<file path="config.mk">
export PLATFORM = sky130hd
export DESIGN_NAME = ifu
export DESIGN_NICKNAME = d
export VERILOG_FILES = /design/src/rtl/ifu.sv
export SDC_FILE = /design/constraint.sdc
export NUM_CORES = 1
export LEC_CHECK = 0
export ABC_AREA = 1
export CAP_MARGIN = 20
export CORE_ASPECT_RATIO = 0.8
export CORE_UTILIZATION = 42
export DETAILED_ROUTE_END_ITERATION = 8
export GPL_TIMING_DRIVEN = 0
export PLACE_DENSITY = 0.86
export SLEW_MARGIN = 20
export SYNTH_ARGS = -nofsm -noshare
export SYNTH_HDL_FRONTEND = slang
export SYNTH_SLANG_ARGS = --single-unit
export TNS_END_PERCENT = 30
</file>
<file path="constraint.sdc">
create_clock -name i_clk -period 2.2 [get_ports i_clk]
set_input_delay 0.22 -clock i_clk [delete_from_list [all_inputs] [get_ports i_clk]]
set_output_delay 0.22 -clock i_clk [all_outputs]
set_load 0.005 [all_outputs]
</file>
<file path="src/rtl/ifu.sv">
// Instruction fetch unit: one outstanding request, holds each fetched word until decode takes it.
// Optional IFU_EBREAK_HALT_EN stops fetching after an accepted ebreak until reset.
module ifu #(
    parameter logic [31:0] RESET_PC = 32'h8000_0000
) (
    input  logic        i_clk,
    input  logic        i_rst_n,
    output logic        o_imem_req_valid,
    input  logic        i_imem_req_ready,
    output logic [31:0] o_imem_req_addr,
    input  logic        i_imem_rsp_valid,
    input  logic [31:0] i_imem_rsp_data,
    output logic        o_inst_valid,
    input  logic        i_inst_ready,
    output logic [31:0] o_inst,
    output logic [31:0] o_pc,
    output logic [31:0] o_snpc,
    input  logic        i_redirect_valid,
    input  logic [31:0] i_redirect_pc,
    output logic        o_halted
);

    // state  | meaning
    // S_REQ  | request presented to imem (valid rises one edge after reset)
    // S_WAIT | request accepted, waiting for response data
    // S_HOLD | instruction held for decode until inst_ready
    // S_HALT | ebreak accepted, fetch stopped until reset
    typedef enum logic [1:0] {
        S_REQ  = 2'd0,
        S_WAIT = 2'd1,
        S_HOLD = 2'd2,
        S_HALT = 2'd3
    } state_t;

    localparam logic [31:0] NOP_INST    = 32'h0000_0013;
    localparam logic [31:0] EBREAK_INST = 32'h0010_0073;

    state_t      r_state;
    logic [31:0] r_pc;
    logic [31:0] r_inst;
    logic        r_req_valid;
    logic        r_inst_valid;
    logic        r_halted;

    logic [31:0] w_snpc;
    logic [31:0] w_redirect_tgt;
    logic [31:0] w_next_pc;
    logic        w_is_ebreak;

    assign w_snpc         = r_pc + 32'd4;
    assign w_redirect_tgt = i_redirect_pc & 32'hFFFF_FFFC;
    assign w_next_pc      = i_redirect_valid ? w_redirect_tgt : w_snpc;

`ifdef IFU_EBREAK_HALT_EN
    assign w_is_ebreak = (r_inst == EBREAK_INST);
`else
    assign w_is_ebreak = 1'b0;
`endif

    always_ff @(posedge i_clk or negedge i_rst_n) begin
        if (!i_rst_n) begin
            r_state      <= S_REQ;
            r_pc         <= RESET_PC;
            r_inst       <= NOP_INST;
            r_req_valid  <= 1'b0;
            r_inst_valid <= 1'b0;
            r_halted     <= 1'b0;
        end else begin
            case (r_state)
                S_REQ: begin
                    if (!r_req_valid) begin
                        r_req_valid <= 1'b1;
                    end else if (i_imem_req_ready) begin
                        r_req_valid <= 1'b0;
                        r_state     <= S_WAIT;
                    end
                end
                S_WAIT: begin
                    if (i_imem_rsp_valid) begin
                        r_inst       <= i_imem_rsp_data;
                        r_inst_valid <= 1'b1;
                        r_state      <= S_HOLD;
                    end
                end
                S_HOLD: begin
                    if (i_inst_ready) begin
                        r_inst_valid <= 1'b0;
                        if (w_is_ebreak) begin
                            r_halted <= 1'b1;
                            r_state  <= S_HALT;
                        end else begin
                            r_pc        <= w_next_pc;
                            r_req_valid <= 1'b1;
                            r_state     <= S_REQ;
                        end
                    end
                end
                S_HALT: begin
                    r_req_valid  <= 1'b0;
                    r_inst_valid <= 1'b0;
                end
                default: begin
                    r_req_valid  <= 1'b0;
                    r_inst_valid <= 1'b0;
                    r_state      <= S_REQ;
                end
            endcase
        end
    end

    assign o_imem_req_valid = r_req_valid;
    assign o_imem_req_addr  = r_pc;
    assign o_inst_valid     = r_inst_valid;
    assign o_inst           = r_inst;
    assign o_pc             = r_pc;
    assign o_snpc           = w_snpc;

`ifdef IFU_EBREAK_HALT_EN
    assign o_halted = r_halted;
`else
    // Halting is compiled out; the flag register is dead and folds away.
    assign o_halted = r_halted & 1'b0;
`endif

endmodule

</file>
Word-level counts from Yosys, hierarchy flattened:

Cells that the tools add are included.

* flip-flop bits (word level): 68
* bits in latches: 0
* bits in writable memories: 0
* bits in read-only memories: 0
* bits of input ports: 70
* word-level logic and storage cells: 35
* memories: 0

* add/sub/neg operators: 1
* multiply operators: 0
* div/mod/pow operators: 0
* order comparisons: 0
* equality and inequality tests: 7
* shift operators: 0
* muxes and demuxes: 13
* bitwise operators: 0
* reduce and logical (&&, ||, !) cells: 9

Operators with widths (number)
* adder 32 x 3 -> 32 bit (second input constant): 1
* 2-to-1 mux 32 bit: 1
* nonzero test 3 bit: 3
* 2-to-1 mux 2 bit: 4
* inequality test 2 bit (second input constant): 4
* one-hot mux 1 bit (3 select lines): 2
* one-hot mux 2 bit (3 select lines): 1
* AND reduction 2 bit: 3
* 2-to-1 mux 1 bit: 5
* AND reduction 5 bit: 1
* equality test 2 bit (second input constant): 2
* AND reduction 3 bit: 1
* equality test 2 x 1 -> 1 bit (second input constant): 1
* zero test 2 bit: 1

Longest topological paths before layout:

Gate-level depths: netlist of the first run.

* depth in word-level cells: 3
* mapped depth: 10
* depth with buffers taken out: 10

Worst setup path before layout of the first run:

OpenSTA, ideal clock, no wires.

* kind: reg-to-reg
* from: reg r_state[1]
* to: reg r_inst[10], in the netlist o_inst[10]
* library setup time: 125 ps
* data arrival time: 1391 ps
* slack: 684 ps
* cell stages (with the launch flop): 6
* path buffers: 1
* path through: dfrtp_1 inv_1 ha_1 nand2_1 buf_2 mux2_2

* cells in the longest elaborated chain, start to end: 2

Ends and longest elaborated chain
* from (decl): line 38 `state_t r_state;`
* from (signal assigned): line 62 `r_state <= S_REQ;`
* from (signal assigned): line 75 `r_state <= S_WAIT;`
* from (signal assigned): line 82 `r_state <= S_HOLD;`
* equality test 2 x 1 -> 1 bit: line 69 `case (r_state)`
* AND reduction 2 bit (no source line)
* to (signal assigned): line 80 `r_inst <= i_imem_rsp_data;`
* to (decl): line 40 `logic [31:0] r_inst;`

No other way between the ends.
A chain may end at the register's enable or synchronous reset.

Worst setup path after layout of the first run:

* from: reg r_pc[13], in the netlist o_imem_req_addr[13]
* to: out o_snpc[21]

* cells in the longest elaborated chain, start to end: 1

Ends and longest elaborated chain
* from (decl): line 39 `logic [31:0] r_pc;`
* from (signal assigned): line 92 `r_pc <= w_next_pc;`
* adder 32 x 3 -> 32 bit: line 50 `assign w_snpc = r_pc + 32'd4;`
* to (decl): line 17 `output logic [31:0] o_snpc,`

No other way between the ends.

==> results of run 1 <==
-- area by class of cell --
cell class                 instances  area (µm²)
clock buffer                       9         225
fill                             810        2910
tap                              136         170
inverter                          46         173
buffer                            52         343
multi-input combinational        380        2120
timing repair buffer             201        1990
clock inverter                     7        77.6
sequential                        66        1680
-- registers in the layout (all words and copies together) (netlist names) --
| signal | cells |
|---|---|
| r_state | 2 |
| o_imem_req_addr | 30 |
| o_imem_req_valid | 1 |
| o_inst | 32 |
| o_inst_valid | 1 |
-- placed cells by master, fill, tap and decap left out, types with 2 or more instances in the layout --
master and count:
clkdlybuf4s50_1 174, nand2_1 145, nor2_1 71, buf_4 46, inv_1 44, dfrtp_1 43
mux2_2 32, nand3_1 25, a21oi_1 22, dfrtp_2 19, o21ai_0 15, dlygate4sd2_1 11
nand2_2 10, nor2_4 9, clkbuf_16 9, clkbuf_1 8, buf_2 7, ha_1 7
conb_1 7, nor2_2 5, xor2_1 5, a21oi_2 4, o22ai_1 4, dfstp_2 4
nor2_8 3, nand2_4 3, o21ai_1 3, clkinv_1 2, clkinv_4 2, inv_6 2
dlymetal6s2s_1 2
-- report_power, final --
part / internal (mW) / switching, mW / total [mW]
Clock: 0.886 / 0.574 / 1.46
Sequential: 1.89 / 0.709 / 2.60
Combinational: 3.15 / 2.07 / 5.21
Total: 5.92 / 3.35 / 9.27
-- per-layer routing --
metal | up-vias | GRT usage, % | routed length [µm]
met5 | - | 0 | 0
met2 | 219 | 44.1 | 6360
met3 | 29 | 8.26 | 1180
met4 | 0 | 8.33 | 311
li1 | 2088 | - | -
met1 | 2052 | 31.6 | 5240
-- worst paths after layout --
| kind | cells past startpoint | endpoint | slack (ns) |
|---|---|---|---|
| worst min register to register | 1 | o_inst[16] | 0.50 |
| worst max-delay path | 7 | o_snpc[21] | -0.09 |
| max in group asynchronous | 3 | o_imem_req_addr[31] | 1.26 |
| worst min-delay path | 3 | o_imem_req_addr[6] | 0.29 |
| worst max register to register | 7 | o_imem_req_addr[22] | 0.27 |
| min in group asynchronous | 2 | o_imem_req_addr[8] | 0.35 |
-- worst max-delay path, delay by kind of cell, from the launching register on --
kind                   cells  cell delay, ns
AND/OR/NAND/NOR            6            0.81
buffers and inverters      1            0.50
flip-flops                 1            0.42
-- through the flow --
| step | setup WS [ns] | hold WS [ns] | setup TNS, ns | cells |
|---|---|---|---|---|
| floorplan | 0.684 | -0.0756 | 0 | 544 |
| global placement | -1.34 | 0.487 | -85.21 | 870 |
| detailed placement | 0.0314 | 0.178 | 0 | 871 |
| CTS | -0.137 | 0.287 | -1.16 | 895 |
| global route | -0.220 | 0.317 | -1.79 | 897 |
| finish | -0.0892 | 0.294 | -0.521 | 897 |
-- logic make-up after synthesis --
logic type,share of synthesized area (%)
other,0.0889
multiplexers,8.54
AND/OR/NAND/NOR,29.4
buffers and inverters,12.2
flip-flops,39.3
adder cells (fa/ha/maj),2.37
XOR/XNOR,1.63
AO/OA/AOI/OAI,6.46
-- repair_timing --
| action | in CTS | in global routing |
|---|---|---|
| hold buffers | 1 | 0 |
| endpoints found under the hold margin | 24 | 0 |
| setup endpoints to repair | 25 | 18 |
| gates resized for setup | 32 | 19 |
| setup buffers | 7 | 2 |
| pin swaps | 10 | 3 |
| gates cloned | 0 | 0 |
==> qor.yml, run 1 <==
status:
  status: "finished with violations"
  violations: "setup timing"
critical_path:
  crit_path_frequent_cell: "nand2_1"
  crit_chain: "nand2_1 -> nor2_1 -> nand2_2 -> nor2_8 -> nand3_1 -> nand2_1 -> clkdlybuf4s50_1"
  cp.arrival_ns: 2.07
  endpoint_kind: "primary output"
  startpoint: "o_imem_req_addr[13]"
  cp_max_fo: 7
  rr_startpoint: "r_state[0]"
  path_class: "reg2out"
  cp.required_ns: 1.98
  crit_path_max_incr_delay_ns: 0.50
  timing.critical_path.slowest_stage_cell: "clkdlybuf4s50_1"
  cp-start-kind: "flip-flop"
logic_synthesis:
  yosys_most_used_dff: "dfrtp_1"
  synth_warnings: 0
  netlist_top_cells_count: "147 x nand2_1, 77 x nor2_1, 62 x dfrtp_1"
  synth.largest_area_cell: "dfrtp_1"
  synth_edf_count: 0
  synth_most_common_cell: "nand2_1"
  synthArstFlopShare_pct: 100
  netlist_instances: 538
  ys_ff_latch: 66
  syn_area_per_cell_um2: 7.84
  synthDominantCellAreaShare_pct: 36.8
  ys_seq_area_share_pct: 39.3
  yosys-top-cells-area: "dfrtp_1 37%, nand2_1 13%, mux2_2 8.5%"
  ys_types: 30
  netlist_area_um2: 4220
global_routing:
  grt_pass1_wl_um: 21200
  grt_util_all_layers_pct: 26.1
  antenna_found_initial: 0
  grt_max_degree: 40
  grt_pass1_vias: 4411
  grt_overflow: 0
sta:
  fin_skew_ns: 0.00778
  finalHoldViolCount: 0
  slew_headroom_pct: 60.0
  fmax_mhz: 437
  worstMarginPinSlew_ns: 0.600
  grt_setup_unrepaired: "true"
  period_minus_slack_ns: 2.29
  drv_slew: 0
  fin_ws_ns: -0.0892
  setup_viol: 10
  finalCritPeriodShare_pct: 104
die:
  pin_count: 201
  start_util_pct: 43.6
  die_w_um: 114
  coreArea_um2: 9690
  die_h_um: 91.7
  rows: 32
  die_area_um2: 10500
flow_run:
  cap_violations: 0
cts:
  cts.reportedPaths.clkPinSlew_ns: 0.06
  worstSkewPairLatency_ns: 0.34
  htree_levels: 3
  cts.sinks: 66
  root_buffer: "clkbuf_16"
  clk_path_buf_depth: 2
  numCtsBuffers: 9
  cts_tree: "built"
hold_path:
  hold_path.startpoint: "i_redirect_valid"
  min_path_type: "in2reg"
power_and_ir_drop:
  p_total_mw: 9.27
  peakVddDrop_mv: 0.908
  power_density_nw_per_um2: 1370
  power.leakage_nw: 3.15
finish:
  drive_gt1_share_pct: 21.9
  synthToLayoutAreaGrowth_pct: 60.5
  diodes: 0
  stdcell_area_um2: 6780
  postLayoutCoreUtil_pct: 69.9
  fin_nets: 834
routing:
  drc: 0
  wirelength_um: 13100
  final_antenna_net_count: 0
  routed_via_density: 4.89
  drtIter0Drc: 246
  avgRoutedWirePerCell_um: 14.6
  dr.pass1.iters: 5
  num_vias: 4388
place:
  placed_area_um2: 6330
  dpl.hpwl_um: 10200
  gp_congestion: 0.871
  io_buffers: 190
Power figures use the tool's default switching activity.
==> run 2: changes to the inputs <==
--- a/config.mk
+++ b/config.mk
@@ -9,6 +9,7 @@
 export CAP_MARGIN = 20
 export CORE_ASPECT_RATIO = 0.8
 export CORE_UTILIZATION = 42
+export CTS_CLUSTER_DIAMETER = 50
 export DETAILED_ROUTE_END_ITERATION = 8
 export GPL_TIMING_DRIVEN = 0
 export PLACE_DENSITY = 0.86
==> constraint.sdc (replaced) <==
create_clock -name i_clk -period 2.2 [get_ports i_clk]
set_input_delay 0.22 -clock i_clk [delete_from_list [all_inputs] [get_ports i_clk]]
set_output_delay 0.22 -clock i_clk [all_outputs]
set_load 0.1 [all_outputs]
==> run 2 against run 1 <==
The run now ends clean. Worst hold slack better by 0.0071 ns. Critical path depth is 2 higher. Die area stayed put. Register-to-register slack worse by 0.06 ns. Clock skew hardly changed. First-iteration DRC count is 10% lower. Clock-buffer cell count stayed put. Via count hardly changed. Flip-flop and latch count stayed put. Non-clock buffer count is 4 lower. Worst setup slack better by 0.11 ns. Sequential share of layout area is 0.92 points lower.
==> qor.yml, run 2 (same netlist as run 1, synthesis figures left out) <==
cts:
  cts.sinks: 66  # unchanged
  htree_levels: 3  # unchanged
  cts.reportedPaths.clkPinSlew_ns: 0.06  # about the same
  clk_path_buf_depth: 2  # unchanged
  worstSkewPairLatency_ns: 0.33  # about the same
  root_buffer: "clkbuf_16"
  cts_tree: "built"
  numCtsBuffers: 9  # unchanged
finish:
  largest_reg_flops: 32  # unchanged
  synthToLayoutAreaGrowth_pct: 67.4
  final_common_cell: "nand2_1"
  mostFrequentLayoutCells: "120 x nand2_1, 110 x clkdlybuf4s50_1, 76 x buf_4"
  finalNonFillerCells: 893  # -0.45%
  drive_gt1_share_pct: 33.8  # +12 points
  diodes: 0  # unchanged
  fin_nets: 830  # -0.48%
place:
  io_buffers: 190  # unchanged
  placed_cells: 871  # unchanged
  gp_congestion: 0.897  # +2.9%
  place_ws_ns: -0.633  # -0.664 ns
  dpl.hpwl_um: 10600  # +3.7%
sta:
  slew_headroom_pct: 33.5  # -27 points
  finalHoldViolCount: 0  # unchanged
  drv_slew: 0  # unchanged
  grt_setup_unrepaired: "true"
  hold_ws_ns: 0.301  # +0.00711 ns
  worstMarginPinSlew_ns: 0.994  # +0.395 ns
  fin_skew_ns: 0.00823  # +0.000452 ns
  period_minus_slack_ns: 2.18  # -0.112 ns
  fin_ws_ns: 0.0232  # +0.112 ns
  setup_viol: 0  # -10
  fmax_mhz: 459  # +5.2%
  finalCritPeriodShare_pct: 98.9  # -5.1 points
die:
  pin_count: 201  # unchanged
  rows: 32  # unchanged
  coreArea_um2: 9690  # unchanged
  die_h_um: 91.7  # unchanged
  die_area_um2: 10500  # unchanged
  die_w_um: 114  # unchanged
  start_util_pct: 43.6  # unchanged
global_routing:
  grt_max_degree: 42  # +5.0%
  antenna_found_initial: 0  # unchanged
  grt_pass1_vias: 4440  # +0.66%
  grt_util_all_layers_pct: 26.5  # +0.36 points
  grt_overflow: 0  # unchanged
  grt_pass1_wl_um: 21700  # +2.2%
critical_path:
  cp_max_fo: 5  # -2
  cp.required_ns: 1.98  # about the same
  path_class: "reg2out"
  cp-start-kind: "flip-flop"
  cp.arrival_ns: 1.96  # -0.11 ns
  endpoint_kind: "primary output"
routing:
  drc: 0  # unchanged
  drtIter0Drc: 221  # -10%
  dr.pass1.iters: 5  # unchanged
  wirelength_um: 13900  # +6.1%
  avgRoutedWirePerCell_um: 15.6  # +6.5%
  routed_via_density: 4.92  # +0.49%
  final_antenna_net_count: 0  # unchanged
  num_vias: 4390  # +0.046%
flow_run:
  cap_violations: 0  # unchanged
status:
  status: "completed"
hold_path:
  min_path_type: "in2reg"
-- run 2: cell types whose count changed in the layout (fill, tap and decap cells not counted), sizes merged --
cell and delta:
clkinvlp +1, dlygate4sd2 +7, clkdlybuf4s15 +1, buf +50
clkdlybuf4s50 -64, bufinv +1, clkinv -2, dlymetal6s2s +2
-- run 2: metal layers --
| layer | part of all wire [%] | GRT usage (%) | up-vias | routed length, µm |
|---|---|---|---|---|
| met2 | 52 | 46.3 | 191 | 7200 |
| met4 | 1.6 | 8.33 | 0 | 222 |
| met5 | 0 | 0 | - | 0 |
| li1 | - | - | 2081 | - |
| met1 | 39 | 32.6 | 2093 | 5430 |
| met3 | 7.5 | 5.55 | 25 | 1040 |
-- run 2: path summary, 6_finish.rpt --
kind / start / endpoint / slack, ns / cells after the start
worst max-delay path: o_imem_req_addr[2] / o_snpc[24] / 0.02 / 9
worst min-delay path: i_redirect_valid / o_imem_req_addr[8] / 0.30 / 3
worst max register to register: r_state[0] / o_imem_req_addr[28] / 0.21 / 7
worst min register to register: o_inst[27] / o_inst[27] / 0.51 / 1
max in group asynchronous: i_rst_n / o_inst[4] / 1.23 / 3
min in group asynchronous: i_rst_n / o_imem_req_addr[6] / 0.35 / 2
-- run 2: final cells by class --
type	count	area, µm²
tap	136	170
fill	748	2620
timing repair buffer	197	1940
buffer	52	343
clock inverter	7	98.8
multi-input combinational	380	2430
inverter	46	176
sequential	66	1690
clock buffer	9	225
-- run 2: worst max-delay path, stage by stage (launching register included) --
cell	delay [ns]
dfrtp_4	0.47
ha_4	0.16
nand2_2	0.08
nor2_8	0.21
nand2_8	0.10
nor2_4	0.13
nand2_1	0.10
nand2_1	0.11
nand2_2	0.08
buf_12	0.17
-- run 2: metrics by stage --
stage	cell area [µm²]	setup TNS [ns]	utilization [%]
after floorplan	4550	-7.29	-
after global placement	6620	-99.06	68.3
after detailed placement	6640	-12.80	68.5
after CTS	6940	-0.255	71.6
after global routing	7070	-0.0968	72.9
final	7070	0	72.9
-- run 2: what timing repair did --
item,in CTS,in global routing
setup endpoints to repair,75,30
hold buffers,1,0
hold endpoints to repair,24,0
setup buffers,2,3
resized for setup,228,41
pin swaps,1,9
Power of run 2 is left out: the tool's default activity adds up to more than one toggle a clock period on the data nets, which glitch-free logic cannot reach.
==> run 3: changes to the inputs <==
--- a/config.mk
+++ b/config.mk
@@ -8,11 +8,14 @@
 export ABC_AREA = 1
 export CAP_MARGIN = 20
 export CORE_ASPECT_RATIO = 0.8
-export CORE_UTILIZATION = 42
+export CORE_UTILIZATION = 43
+export CTS_BUF_LIST = sky130_fd_sc_hd__clkbuf_8
 export CTS_CLUSTER_DIAMETER = 50
+export CTS_CLUSTER_SIZE = 8
 export DETAILED_ROUTE_END_ITERATION = 8
 export GPL_TIMING_DRIVEN = 0
-export PLACE_DENSITY = 0.86
+export PLACE_DENSITY = 0.88
+export RECOVER_POWER = 50
 export SLEW_MARGIN = 20
 export SYNTH_ARGS = -nofsm -noshare
 export SYNTH_HDL_FRONTEND = slang
==> run 3 against run 2 <==
Worst setup slack gained 0.014 ns. Flip-flop and latch count is the same. Cell count shrank 2.1%. Sequential share of layout area grew 0.54 points. Routed wire length shrank 0.86%. Critical path depth shrank 8. Highest routed layer unchanged.
==> qor.yml, run 3 (same netlist as run 1, synthesis figures left out) <==
routing:
  drtIter0Drc: 194  # -12%
  avgRoutedWirePerCell_um: 15.8  # +1.3%
  dr.pass1.iters: 4  # -1
  final_antenna_net_count: 0  # unchanged
  routed_via_density: 5.04  # +2.6%
  num_vias: 4409  # +0.43%
  drc: 0  # unchanged
  wirelength_um: 13800  # -0.86%
critical_path:
  path_class: "reg2out"
  crit_chain: "clkdlybuf4s50_1"
  cp-start-kind: "flip-flop"
  cp_top_family: "buffers and inverters"
  cp.required_ns: 1.98  # about the same
  crit_buf_inv: 1  # unchanged
  timing.critical_path.slowest_stage_cell: "clkdlybuf4s50_1"
  r2r_cells: 7  # unchanged
  rrSetupSlack_ns: 0.16  # -0.05 ns
  cp_max_fo: 7  # +2
  crit_path_max_incr_delay_ns: 1.17  # +0.70 ns
  cp.arrival_ns: 1.94  # -0.02 ns
  critical_path_cell_count: 1  # -8
  endpoint_kind: "primary output"
finish:
  multi_input_area_um2: 2450  # +0.88%
  synthToLayoutAreaGrowth_pct: 63.7
  n_fill_cell: 676  # -9.6%
  fin_nets: 832  # +0.24%
  drive_gt1_share_pct: 34.3  # +0.44 points
  register_area_um2: 1690  # unchanged
  largest_reg_flops: 32  # unchanged
  diodes: 0  # unchanged
  mostFrequentLayoutCells: "118 x nand2_1, 101 x clkdlybuf4s50_1, 73 x nor2_1"
  final_common_cell: "nand2_1"
flow_run:
  cap_violations: 0  # unchanged
global_routing:
  busiest_layer: "met2"
  grt_max_degree: 47  # +12%
  grt_overflow: 0  # unchanged
  grt_pass1_wl_um: 21600  # -0.47%
  met2_usage_pct: 46.3  # +0.085 points
  grtUsageMet1_pct: 33.4  # +0.76 points
  grt_pass1_vias: 4446  # +0.14%
  antenna_found_initial: 0  # unchanged
  use_met3_pct: 5.77  # +0.22 points
  grt_util_all_layers_pct: 27.2  # +0.68 points
status:
  status: "completed"
cts:
  cts_tree: "built"
  numCtsBuffers: 9  # unchanged
  worstSkewPairLatency_ns: 0.35  # +0.02 ns
  root_buffer: "clkbuf_8"
  htree_levels: 3  # unchanged
  cts.sinks: 66  # unchanged
  clk_path_buf_depth: 2  # unchanged
  cts.reportedPaths.clkPinSlew_ns: 0.08  # +0.02 ns
die:
  die_h_um: 90.6  # -1.1%
  pin_count: 201  # unchanged
  rows: 31  # -3.1%
  die_area_um2: 10200  # -2.3%
  die_w_um: 113  # -1.2%
  start_util_pct: 45.5  # +2.0 points
  coreArea_um2: 9270  # -4.3%
sta:
  slew_headroom_pct: 5.49  # -28 points
  worstMarginPinSlew_ns: 1.42  # +0.423 ns
  drv_slew: 0  # unchanged
  setup_viol: 0  # unchanged
  fin_skew_ns: 0.00776  # -0.000469 ns
  period_minus_slack_ns: 2.16  # -0.0139 ns
  fmax_mhz: 462  # +0.64%
  hold_ws_ns: 0.271  # -0.0302 ns
  grt_setup_unrepaired: "true"
  finalHoldViolCount: 0  # unchanged
  finalCritPeriodShare_pct: 98.3  # -0.63 points
hold_path:
  hold_depth: 3  # unchanged
  min_path_type: "in2reg"
place:
  dpl.hpwl_um: 10600  # -0.16%
  io_buffers: 190  # unchanged
  gp_congestion: 0.885  # -1.3%
==> run 3: cell count changes in the layout (fill, tap and decap cells not counted), sizes merged <==
cell,before,now
dlygate4sd2,18,25
inv,46,44
clkbuf,18,50
clkinv,3,5
clkdlybuf4s15,2,3
clkdlybuf4s50,110,101
dlymetal6s2s,4,2
buf,105,78
==> run 3: layer usage <==
layer,share of wire (%),wire [µm],vias up
met4,2.6,356,0
li1,-,-,2075
met2,50,6930,189
met3,6.5,895,32
met5,0,0,-
met1,41,5590,2113
==> run 3: cell type report <==
type                       instances  area share [%]
multi-input combinational        380            35.5
timing repair buffer             199            27.5
sequential                        66            24.4
buffer                            52            4.96
inverter                          46            2.55
tap                              115            2.08
clock buffer                       9            1.79
clock inverter                     7            1.25
==> run 3: what timing repair did <==
action	in CTS	in global routing
buffers inserted	3	4
hold endpoints to repair	19	0
hold buffers	1	0
endpoints found under the setup margin	83	25
pin swaps	2	8
gates cloned	0	0
resized for setup	251	44
==> run 3: path summary, 6_finish.rpt <==
path / start / end
setup / recovery: o_imem_req_addr[12] / o_imem_req_addr[12]
hold / removal: i_redirect_valid / o_imem_req_addr[6]
setup reg to reg: r_state[0] / o_imem_req_addr[21]
hold reg to reg: o_inst[18] / o_inst[18]
max in group asynchronous: i_rst_n / o_imem_req_addr[10]
min in group asynchronous: i_rst_n / o_inst[3]
==> run 3: tightest hold or removal path, stage by stage <==
cell and delay (ns):
buf_2 0.16, a21oi_1 0.14, a21oi_1 0.07
==> run 3: through the flow <==
step / utilization (%) / cells / setup WS (ns) / setup TNS, ns / area [µm²]
2_1_floorplan: - / 544 / -0.333 / -7.29 / 4550
3_3_place_gp: 71.1 / 849 / -1.76 / -98.48 / 6590
3_5_place_dp: 71.4 / 850 / -0.637 / -12.76 / 6620
4_1_cts: 73.6 / 870 / -0.0282 / -0.0944 / 6820
5_1_grt: 74.5 / 874 / -0.0380 / -0.129 / 6910
6_report: 74.5 / 874 / 0.0371 / 0 / 6910
Power of run 3 is left out for the same reason.
